`src/rtl/pipe_skid_stage_pkg.sv`:
```
// Shared types for the two-entry pipeline skid stage: occupancy state encoding and default payload width.
package pipe_skid_stage_pkg;

   localparam int DEFAULT_DATA_W = 48;

   // Encoding doubles as the occupancy count driven on the output port.
   typedef enum logic [1:0] {
      ST_EMPTY = 2'd0,
      ST_ONE   = 2'd1,
      ST_FULL  = 2'd2
   } state_t;

endpackage

```
`src/rtl/pipe_entry_reg.sv`:
```
// One payload slot: async-reset register with synchronous clear (priority) and write enable.
// Single-cycle write, no handshake; the owning stage decides when to load or clear.
module pipe_entry_reg #(
   parameter int DATA_W = 48
) (
   input  logic              clk,
   input  logic              rst_n,
   input  logic              i_clr,
   input  logic              i_we,
   input  logic [DATA_W-1:0] i_d,
   output logic [DATA_W-1:0] o_q
);

   logic [DATA_W-1:0] r_q;

   always_ff @(posedge clk or negedge rst_n) begin
      if (!rst_n) begin
         r_q <= '0;
      end else if (i_clr) begin
         r_q <= '0;
      end else if (i_we) begin
         r_q <= i_d;
      end
   end

   assign o_q = r_q;

endmodule

```
`src/rtl/pipe_skid_stage.sv`:
```
// Two-entry valid/ready skid stage with halt latch and flush; head visible one edge after push into an empty stage.
// in_ready comes only from registered state and flush, so downstream stalls are absorbed by the skid entry.
module pipe_skid_stage
   import pipe_skid_stage_pkg::*;
#(
   parameter int DATA_W   = DEFAULT_DATA_W,
   parameter int HALT_BIT = DATA_W - 1
) (
   input  logic              clk,
   input  logic              rst_n,
   input  logic              flush,
   input  logic              in_valid,
   input  logic [DATA_W-1:0] in_data,
   output logic              in_ready,
   output logic              out_valid,
   output logic [DATA_W-1:0] out_data,
   input  logic              out_ready,
   output logic              halted,
   output logic [1:0]        occupancy
);

   state_t            r_state;
   state_t            w_state_nxt;
   logic              r_halted;
   logic              w_push;
   logic              w_pop;
   logic              w_head_we;
   logic              w_skid_we;
   logic [DATA_W-1:0] w_head_d;
   logic [DATA_W-1:0] w_head_q;
   logic [DATA_W-1:0] w_skid_q;

   // rst_n gates in_ready so nothing is offered acceptance while reset is held.
   assign in_ready  = rst_n && !flush && !r_halted && (r_state != ST_FULL);
   assign out_valid = !flush && (r_state != ST_EMPTY);
   assign out_data  = (r_state == ST_EMPTY) ? '0 : w_head_q;
   assign halted    = r_halted;
   assign occupancy = r_state;

   assign w_push = in_valid && in_ready;
   assign w_pop  = out_valid && out_ready;

   always_comb begin
      w_state_nxt = r_state;
      w_head_we   = 1'b0;
      w_skid_we   = 1'b0;
      w_head_d    = in_data;
      case (r_state)
         ST_EMPTY: begin
            if (w_push) begin
               w_state_nxt = ST_ONE;
               w_head_we   = 1'b1;
            end
         end
         ST_ONE: begin
            if (w_push && w_pop) begin
               w_head_we = 1'b1;
            end else if (w_push) begin
               w_state_nxt = ST_FULL;
               w_skid_we   = 1'b1;
            end else if (w_pop) begin
               w_state_nxt = ST_EMPTY;
            end
         end
         ST_FULL: begin
            if (w_pop) begin
               w_state_nxt = ST_ONE;
               w_head_we   = 1'b1;
               w_head_d    = w_skid_q;
            end
         end
         default: begin
            w_state_nxt = ST_EMPTY;
         end
      endcase
   end

   always_ff @(posedge clk or negedge rst_n) begin
      if (!rst_n) begin
         r_state <= ST_EMPTY;
      end else if (flush) begin
         r_state <= ST_EMPTY;
      end else begin
         r_state <= w_state_nxt;
      end
   end

   always_ff @(posedge clk or negedge rst_n) begin
      if (!rst_n) begin
         r_halted <= 1'b0;
      end else if (flush) begin
         r_halted <= 1'b0;
      end else if (w_push && in_data[HALT_BIT]) begin
         r_halted <= 1'b1;
      end
   end

   pipe_entry_reg #(.DATA_W(DATA_W)) u_head (
      .clk   (clk),
      .rst_n (rst_n),
      .i_clr (flush),
      .i_we  (w_head_we),
      .i_d   (w_head_d),
      .o_q   (w_head_q)
   );

   pipe_entry_reg #(.DATA_W(DATA_W)) u_skid (
      .clk   (clk),
      .rst_n (rst_n),
      .i_clr (flush),
      .i_we  (w_skid_we),
      .i_d   (in_data),
      .o_q   (w_skid_q)
   );

endmodule

```
`config.mk`:
```
export PLATFORM = sky130hd
export DESIGN_NAME = pipe_skid_stage
export DESIGN_NICKNAME = d
export VERILOG_FILES = /design/src/rtl/pipe_skid_stage_pkg.sv /design/src/rtl/pipe_entry_reg.sv /design/src/rtl/pipe_skid_stage.sv
export SDC_FILE = /design/constraint.sdc
export NUM_CORES = 1
export LEC_CHECK = 0
export CORE_MARGIN = 2
export CORE_UTILIZATION = 45
export DETAILED_ROUTE_END_ITERATION = 10
export PLACE_DENSITY = 0.72
export SYNTH_ARGS = -nofsm -noshare
export SYNTH_HDL_FRONTEND = slang
export SYNTH_SLANG_ARGS = --single-unit
```
`constraint.sdc`:
```
create_clock -name clk -period 2.9 [get_ports clk]
set_input_delay 0.29 -clock clk [delete_from_list [all_inputs] [get_ports clk]]
set_output_delay 0.29 -clock clk [all_outputs]
set_load 0.01 [all_outputs]
```
# Word level (Yosys, flattened, before mapping)
# Cells that the tools add are included.
# op_classes
n_reduce_logical,16
n_mux,22
magnitude_cmp,0
shifts,0
multipliers,0
bitwise,0
div,0
eq_ne,7
add_sub_neg,0
# op_table
operator,n
2-to-1 mux 48 bit,7
2-to-1 mux 2 bit,6
"!= test 3 bit, second input constant",3
logical AND 1 bit,8
nonzero test 2 bit,4
2-to-1 mux 1 bit,7
case mux 2 bit (3 select lines),1
"!= test 4 bit, second input constant",1
AND reduction 4 bit,1
case mux 1 bit (3 select lines),1
"equality test 2 x 1 -> 1 bit, second input constant",1
"equality test 2 bit, second input constant",1
zero test 1 bit,2
zero test 2 bit,1
"!= test 2 bit, second input constant",1
# word_totals
mem_count,0
elab_cells,49
output_inout_bits,53
reg_bits,99
romBits,0
input_bits,53
latch_bits,0
mem_bits_rw,0

# Longest topological paths before layout
# Gate-level depths: netlist of the first run.
# logic_depth
word_depth,10
depth_mapped,6

# Modules after synthesis
# A second synthesis of the first run with hierarchy kept.
# unflattened
hier_cells,439
hier_area_um2,5116.2
# modules_own_cells
module,cells_each,area_each_um2,instances,seq_area_each_um2
pipe_entry_reg,155,1969.4,2,1201.2
pipe_skid_stage,129,1177.4,1,75.1

# Least setup slack after synthesis of the first run
# Ideal clock, no wire load.
# synth_timing
path_type,flip-flop to output port
from,"reg r_state[1], in the netlist occupancy[1]"
to,out out_data[28]
t_required_ns,2.610
path_slack_ns,1.166
arrival_time_ns,1.444
stages_incl_launch_ff,6
path_cell_list,dfrtp_1 > buf_2 > nor2_1 > clkbuf_1 > clkbuf_1 > nor2b_1
# synth_between
elab_chain_len,2
# synth_lines
item,line_no,source
from (decl),pipe_skid_stage.sv:22,state_t r_state;
from (signal assigned),pipe_skid_stage.sv:84,r_state <= w_state_nxt;
zero test 2 bit,pipe_skid_stage.sv:36,assign out_data = (r_state == ST_EMPTY) ? '0 : w_head_q;
2-to-1 mux 48 bit,pipe_skid_stage.sv:36,
to (decl),pipe_skid_stage.sv:16,"output logic [DATA_W-1:0] out_data,"
# No other way between the ends.

# Worst setup path in the final report of the first run
# layout_timing
from,in rst_n
to,out in_ready
# layout_between
elab_chain_len,3
# layout_lines
item,line_no,source
from (decl),pipe_skid_stage.sv:10,"input logic rst_n,"
logical AND 1 bit (3 in a row),pipe_skid_stage.sv:34,assign in_ready = rst_n && !flush && !r_halted && (r_state != ST_FULL);
to (decl),pipe_skid_stage.sv:14,"output logic in_ready,"
# No other way between the ends.

==> results.py, run 1 <==
metrics = {
    "run_status": {
        "outcome": "finished, final reports clean",
    },
    "route": {
        "drtIter0Drc": 391,
        "drt_pass1_iterations": 5,
        "viasPerCell": 6.10,
        "avgRoutedWirePerCell_um": 18.3,
        "ant_nets": 0,
        "drcViolationCount": 0,
        "vias": 4783,
        "drt-total-wl_um": 14300,
    },
    "timing": {
        "clock_skew_ns": 0.00834,
        "finalMaxSlewViolations": 0,
        "fin_ws_ns": 0.213,
        "finalCritPeriodShare": 0.927,
        "worstMarginPinSlew_ns": 0.963,
        "hold_violations": 0,
        "setup_viol": 0,
        "min_period_ns": 2.69,
        "slew_headroom": 0.358,
        "max_freq_mhz": 372,
        "grt_setup_unrepaired": "no",
        "fin_setup_tns_ns": 0,
    },
    "floorplanning": {
        "core_area_sq_um": 11300,
        "ios": 106,
        "die_x_um": 111,
        "start_util": 0.456,
        "chipHeight_um": 111,
        "num_rows": 39,
        "dieArea_sq_um": 12300,
    },
    "power_and_ir_drop": {
        "p_clk_frac": 0.384,
        "p_comb_frac": 0.140,
        "powerDensity_nw_per_um2": 473,
        "swShare": 0.250,
        "p_int_mw": 2.32,
        "seqPwrFrac": 0.475,
        "max-vdd-ir-drop_mv": 0.329,
        "power_switching_mw": 0.774,
        "p_leak_nw": 2.41,
    },
    "clock_network": {
        "htree_levels": 3,
        "cts_setup_buffers": 0,
        "cts_tree": "built",
        "cts_inserted_buffers": 9,
        "clockBufferDepth": 2,
        "path_clk_slew_ns": 0.07,
        "cts_root_buf": "clkbuf_16",
        "cts_sinks": 99,
        "clk_latency_ns": 0.33,
    },
    "setup_path": {
        "critPathLaunchType": "primary input",
        "slowest_stage": "clkdlybuf4s50_1",
        "cp_data_required_time_ns": 2.61,
        "path_cells": "dlygate4sd3_1 -> buf_4 -> nor4b_1 -> clkdlybuf4s50_1",
        "crit_type": "in -> out",
        "critPathArrivalTime_ns": 2.40,
        "cp_slowest_stage_delay_ns": 0.63,
        "endpoint_kind": "output port",
        "cp_max_fo": 43,
    },
    "logic_synthesis": {
        "syn-cell-area_sq_um": 5140,
        "yosysTopAreaCellShare": 0.482,
        "synth-edff-count": 0,
        "ys_seq_area_frac": 0.482,
        "synth_area_per_cell_sq_um": 8.97,
        "ys.flop_type": "dfrtp_1",
        "yosys-top-cells-area": "dfrtp_1, a211oi_1, o21bai_1",
        "yosys.area.top_type": "dfrtp_1",
        "synth_common_cells": "dfrtp_1, clkbuf_1, nor2_1, nor2b_1, a21oi_1",
        "synth.distinct_cells": 26,
        "syn_inst": 573,
        "synth_async_sr_flop_share": 1.00,
        "synth_nets": 626,
        "yosysWarnings": 0,
        "yosys_register_bits": 99,
        "synth_most_common_cell": "dfrtp_1",
    },
    "cells_and_area": {
        "multi_input_area_sq_um": 2400,
        "finalNetCount": 690,
        "fillers": 1016,
        "area_growth_pct": 27.1,
        "regArea_sq_um": 2480,
        "drive_gt1_frac": 0.0640,
        "diodes": 0,
    },
    "global_route": {
        "grtUsageMet2": 0.368,
        "antenna_found_initial": 0,
        "grt-busiest-layer": "met2",
        "grt_max_degree": 98,
        "use_met3": 0.0301,
        "grt.overflow.total": 0,
        "grt_pass1_vias": 4704,
        "grt_pass1_wl_um": 24000,
        "track_usage": 0.235,
        "use_met1": 0.334,
    },
    "place": {
        "dp_hpwl_um": 8750,
        "io_buffer_count": 105,
        "place.gp.congestion": 0.804,
        "preCtsSetupSlack_ns": 0.552,
    },
    "hold_path": {
        "hold_class": "in -> reg",
    },
    "job": {
        "drv_cap": 0,
    },
}
## per-stage QoR
step                power [mW]  hold WS (ns)  utilization  cells  instance area (sq um)
CTS                       3.11         0.408        0.580    784                   6540
detailed placement        1.93         0.325        0.553    768                   6230
global route              3.22         0.440        0.580    784                   6540
floorplan                 1.72      -0.00559            -    573                   5140
global placement          1.92         0.318        0.553    768                   6230
finish                    3.09         0.415        0.580    784                   6540
## critical path: cells and delay by family
family        cells  cell delay, ns
simple gates      1            0.47
buf+inv           3            1.62
## layout make-up
class                      instances  area share
clock inverter                     4     0.00785
tap                              143      0.0274
sequential                        99       0.379
clock buffer                      11      0.0371
multi-input combinational        404       0.367
inverter                           1    0.000574
timing repair buffer             122       0.181
## cells by family after synthesis
group,Yosys count,share of synthesized area
buffers and inverters,70,0.0584
flip-flops,99,0.482
XOR/XNOR,1,0.00170
AO/OA/AOI/OAI,195,0.237
AND/OR/NAND/NOR,208,0.221
## final timing paths
check | startpoint | to | slack [ns] | cells after the start
max in group asynchronous | rst_n | occupancy[1]$_DFFE_PN0P_ | 1.17 | 3
worst min-delay path | flush | u_skid.o_q[16]$_DFFE_PN0P_ | 0.41 | 2
worst max register to register | occupancy[1]$_DFFE_PN0P_ | u_skid.o_q[8]$_DFFE_PN0P_ | 0.60 | 4
worst max-delay path | rst_n | in_ready | 0.21 | 4
worst min register to register | u_skid.o_q[9]$_DFFE_PN0P_ | u_skid.o_q[9]$_DFFE_PN0P_ | 0.54 | 2
min in group asynchronous | rst_n | halted$_DFFE_PN0P_ | 0.51 | 2
## power by group through the flow
| stage | combinational (mW) | sequential (mW) | clock, mW |
|---|---|---|---|
| after floorplan | 0.235 | 1.48 | 0 |
| after global placement | 0.421 | 1.50 | 0 |
| after detailed placement | 0.431 | 1.50 | 0 |
| after CTS | 0.434 | 1.47 | 1.21 |
| after global routing | 0.473 | 1.48 | 1.28 |
| final | 0.434 | 1.47 | 1.19 |
## sequential cells by signal, summed over array words and instances (netlist names)
signal / cells
halted: 1
occupancy: 2
u_head.o_q: 48
u_skid.o_q: 48
## per-layer routing
metal  up-vias  share of wire  wire length [um]
met3        24          0.055               782
met2       209           0.48              6940
met5         -              0                 0
li1       2211              -                 -
met1      2339           0.44              6270
met4         0          0.023               324
## placed cells by master, fill, tap and decap left out, drive strengths merged
cell type	Yosys	layout
dfrtp	99	99
nand3	48	48
nor2	51	51
clkdlybuf4s50	0	103
inv	1	1
xnor2	1	1
nand3b	3	3
o2bb2ai	1	1
o21ai	48	48
bufinv	0	1
nor4b	1	1
a21oi	50	50
nor2b	51	51
a211oi	48	48
nor3	1	1
o21bai	48	48
buf	12	18
nor3b	1	1
or3	1	1
or3b	1	1
and3b	2	2
dlygate4sd3	0	1
clkinvlp	0	1
clkbuf	57	11
nor4	48	48
clkinv	0	2
## what timing repair did
| item | in CTS | in global routing |
|---|---|---|
| hold buffers | 1 | 0 |
| resized for setup | 0 | 0 |
| endpoints found under the hold margin | 39 | 0 |
No activity file was read; power rests on OpenSTA's default activity.
==> run 2: changes to the inputs <==
--- a/config.mk
+++ b/config.mk
@@ -5,9 +5,11 @@
 export SDC_FILE = /design/constraint.sdc
 export NUM_CORES = 1
 export LEC_CHECK = 0
+export CORE_ASPECT_RATIO = 0.7
 export CORE_MARGIN = 2
 export CORE_UTILIZATION = 45
 export DETAILED_ROUTE_END_ITERATION = 10
+export GPL_TIMING_DRIVEN = 0
 export PLACE_DENSITY = 0.72
 export SYNTH_ARGS = -nofsm -noshare
 export SYNTH_HDL_FRONTEND = slang
==> run 2 against run 1 <==
Fmax fell by 0.70%. Combinational power is 7.8% higher. Non-clock buffer count grew 53. Core utilization is 2.4 points higher. Via count increased by 7.0%. Cell area up 2.5%. Clock power shrank 4%. Die area grew 0.11%. Worst setup slack got worse by 0.019 ns. Wire length up 11%. Sequential share of layout area shrank 0.95 points. Critical path type is now reg -> out.
==> results.py, run 2 (synthesized netlist as in run 1, its figures left out) <==
metrics = {
    "run_status": {
        "outcome": "finished, final reports clean",
    },
    "clock_network": {
        "cts_sinks": 99,
        "cts_inserted_buffers": 9,
        "cts_root_buf": "clkbuf_16",
        "path_clk_slew_ns": 0.06,
        "clk_latency_ns": 0.34,
        "clockBufferDepth": 2,
        "cts_setup_buffers": 0,
        "htree_levels": 3,
        "cts_tree": "built",
    },
    "timing": {
        "fin_ws_ns": 0.194,
        "fin_setup_tns_ns": 0,
        "grt_setup_unrepaired": "no",
        "hold_violations": 0,
        "worstMarginPinSlew_ns": 0.664,
        "finalMaxSlewViolations": 0,
        "slew_headroom": 0.557,
        "clock_skew_ns": 0.00600,
        "max_freq_mhz": 370,
        "min_period_ns": 2.71,
        "setup_viol": 0,
        "finalCritPeriodShare": 0.933,
    },
    "place": {
        "io_buffer_count": 104,
        "place.gp.congestion": 0.829,
        "dpl.cell_count": 831,
        "dp_hpwl_um": 11100,
        "preCtsSetupSlack_ns": 0.206,
    },
    "route": {
        "ant_nets": 0,
        "avgRoutedWirePerCell_um": 18.7,
        "drt-total-wl_um": 15900,
        "drtIter0Drc": 472,
        "vias": 5117,
        "viasPerCell": 6.03,
        "drt_pass1_iterations": 5,
        "drcViolationCount": 0,
    },
    "floorplanning": {
        "ios": 106,
        "num_rows": 32,
        "start_util": 0.464,
        "dieArea_sq_um": 12300,
        "chipHeight_um": 93.4,
        "core_area_sq_um": 11100,
        "die_x_um": 132,
    },
    "setup_path": {
        "cp_data_required_time_ns": 2.61,
        "endpoint_kind": "output port",
        "crit_type": "reg -> out",
        "r2r_cells": 6,
        "cp_max_fo": 10,
        "critPathLaunchType": "flop",
        "critPathArrivalTime_ns": 2.42,
    },
    "cells_and_area": {
        "area_growth_pct": 30.3,
        "final_common_cell": "clkdlybuf4s50_1",
        "stdcell_count": 848,
        "drive_gt1_frac": 0.0475,
        "mostFrequentLayoutCells": "clkdlybuf4s50_1, dfrtp_1, clkbuf_1",
        "finish.utilization": 0.604,
        "diodes": 0,
        "fillers": 979,
        "finalNetCount": 743,
    },
    "global_route": {
        "grt.overflow.total": 0,
        "antenna_found_initial": 0,
        "track_usage": 0.267,
        "grt_pass1_vias": 5106,
        "grt_pass1_wl_um": 26300,
        "grt_max_degree": 62,
    },
    "hold_path": {
        "hold_class": "in -> async",
    },
    "power_and_ir_drop": {
        "total_power_mw": 3.07,
        "max-vdd-ir-drop_mv": 0.302,
        "powerDensity_nw_per_um2": 458,
        "p_leak_nw": 2.46,
    },
    "job": {
        "drv_cap": 0,
    },
}
## run 2: cell types whose count changed in the layout (fill, tap and decap cells not counted), moves of 2 or more
cell,previous run,this run
clkbuf_1,1,57
buf_4,16,2
buf_6,0,3
buf_2,1,8
and3b_2,2,0
clkbuf_2,0,2
and3b_1,0,2
## run 2: area by class of cell
class / instances / area, sq um / share of cell area
clock buffer: 14 / 264 / 0.0394
clock inverter: 2 / 10.0 / 0.00149
multi-input combinational: 404 / 2360 / 0.353
sequential: 99 / 2480 / 0.370
timing repair buffer: 107 / 1100 / 0.164
buffer: 68 / 294 / 0.0439
tap: 153 / 191 / 0.0286
inverter: 1 / 3.75 / 0.000560
## run 2: repair_timing
action,in CTS,in global routing
hold endpoints to repair,41,0
resized for setup,1,0
hold buffers,2,0
endpoints found under the setup margin,10,0
## run 2: final timing paths
path | start | end | slack, ns
max | occupancy[1]$_DFFE_PN0P_ | out_data[43] | 0.19
min | rst_n | u_head.o_q[16]$_DFFE_PN0P_ | 0.49
min reg2reg | u_skid.o_q[34]$_DFFE_PN0P_ | u_skid.o_q[34]$_DFFE_PN0P_ | 0.55
max in group asynchronous | rst_n | u_skid.o_q[40]$_DFFE_PN0P_ | 2.11
min in group clk | flush | u_head.o_q[25]$_DFFE_PN0P_ | 0.50
max reg2reg | occupancy[1]$_DFFE_PN0P_ | u_head.o_q[41]$_DFFE_PN0P_ | 0.90
## run 2: per-layer routing
| layer | vias to the layer above | routed length, um | track usage |
|---|---|---|---|
| li1 | 2317 | - | - |
| met1 | 2514 | 7190 | 0.377 |
| met2 | 264 | 7140 | 0.413 |
| met3 | 22 | 1390 | 0.0732 |
| met4 | 0 | 160 | 0.0571 |
| met5 | - | 0 | 0 |
## run 2: per-stage QoR
| step | hold WS, ns | area [sq um] |
|---|---|---|
| 4_1_cts | 0.488 | 6700 |
| 6_report | 0.492 | 6700 |
| 3_3_place_gp | 0.528 | 6370 |
| 5_1_grt | 0.538 | 6700 |
| 2_1_floorplan | -0.00559 | 5140 |
| 3_5_place_dp | 0.321 | 6400 |
## run 2: worst max-delay path, stage by stage, from the launching register on
cell             delay [ns]
dfrtp_1                0.43
buf_2                  0.20
nor2_1                 0.35
clkbuf_1               0.48
nor2b_1                0.12
clkdlybuf4s50_1        0.50
## run 2: report_power, final
group	internal [mW]	switching, mW	total (mW)
Sequential	1.44	0.0317	1.47
Clock	0.628	0.509	1.14
Combinational	0.209	0.259	0.468
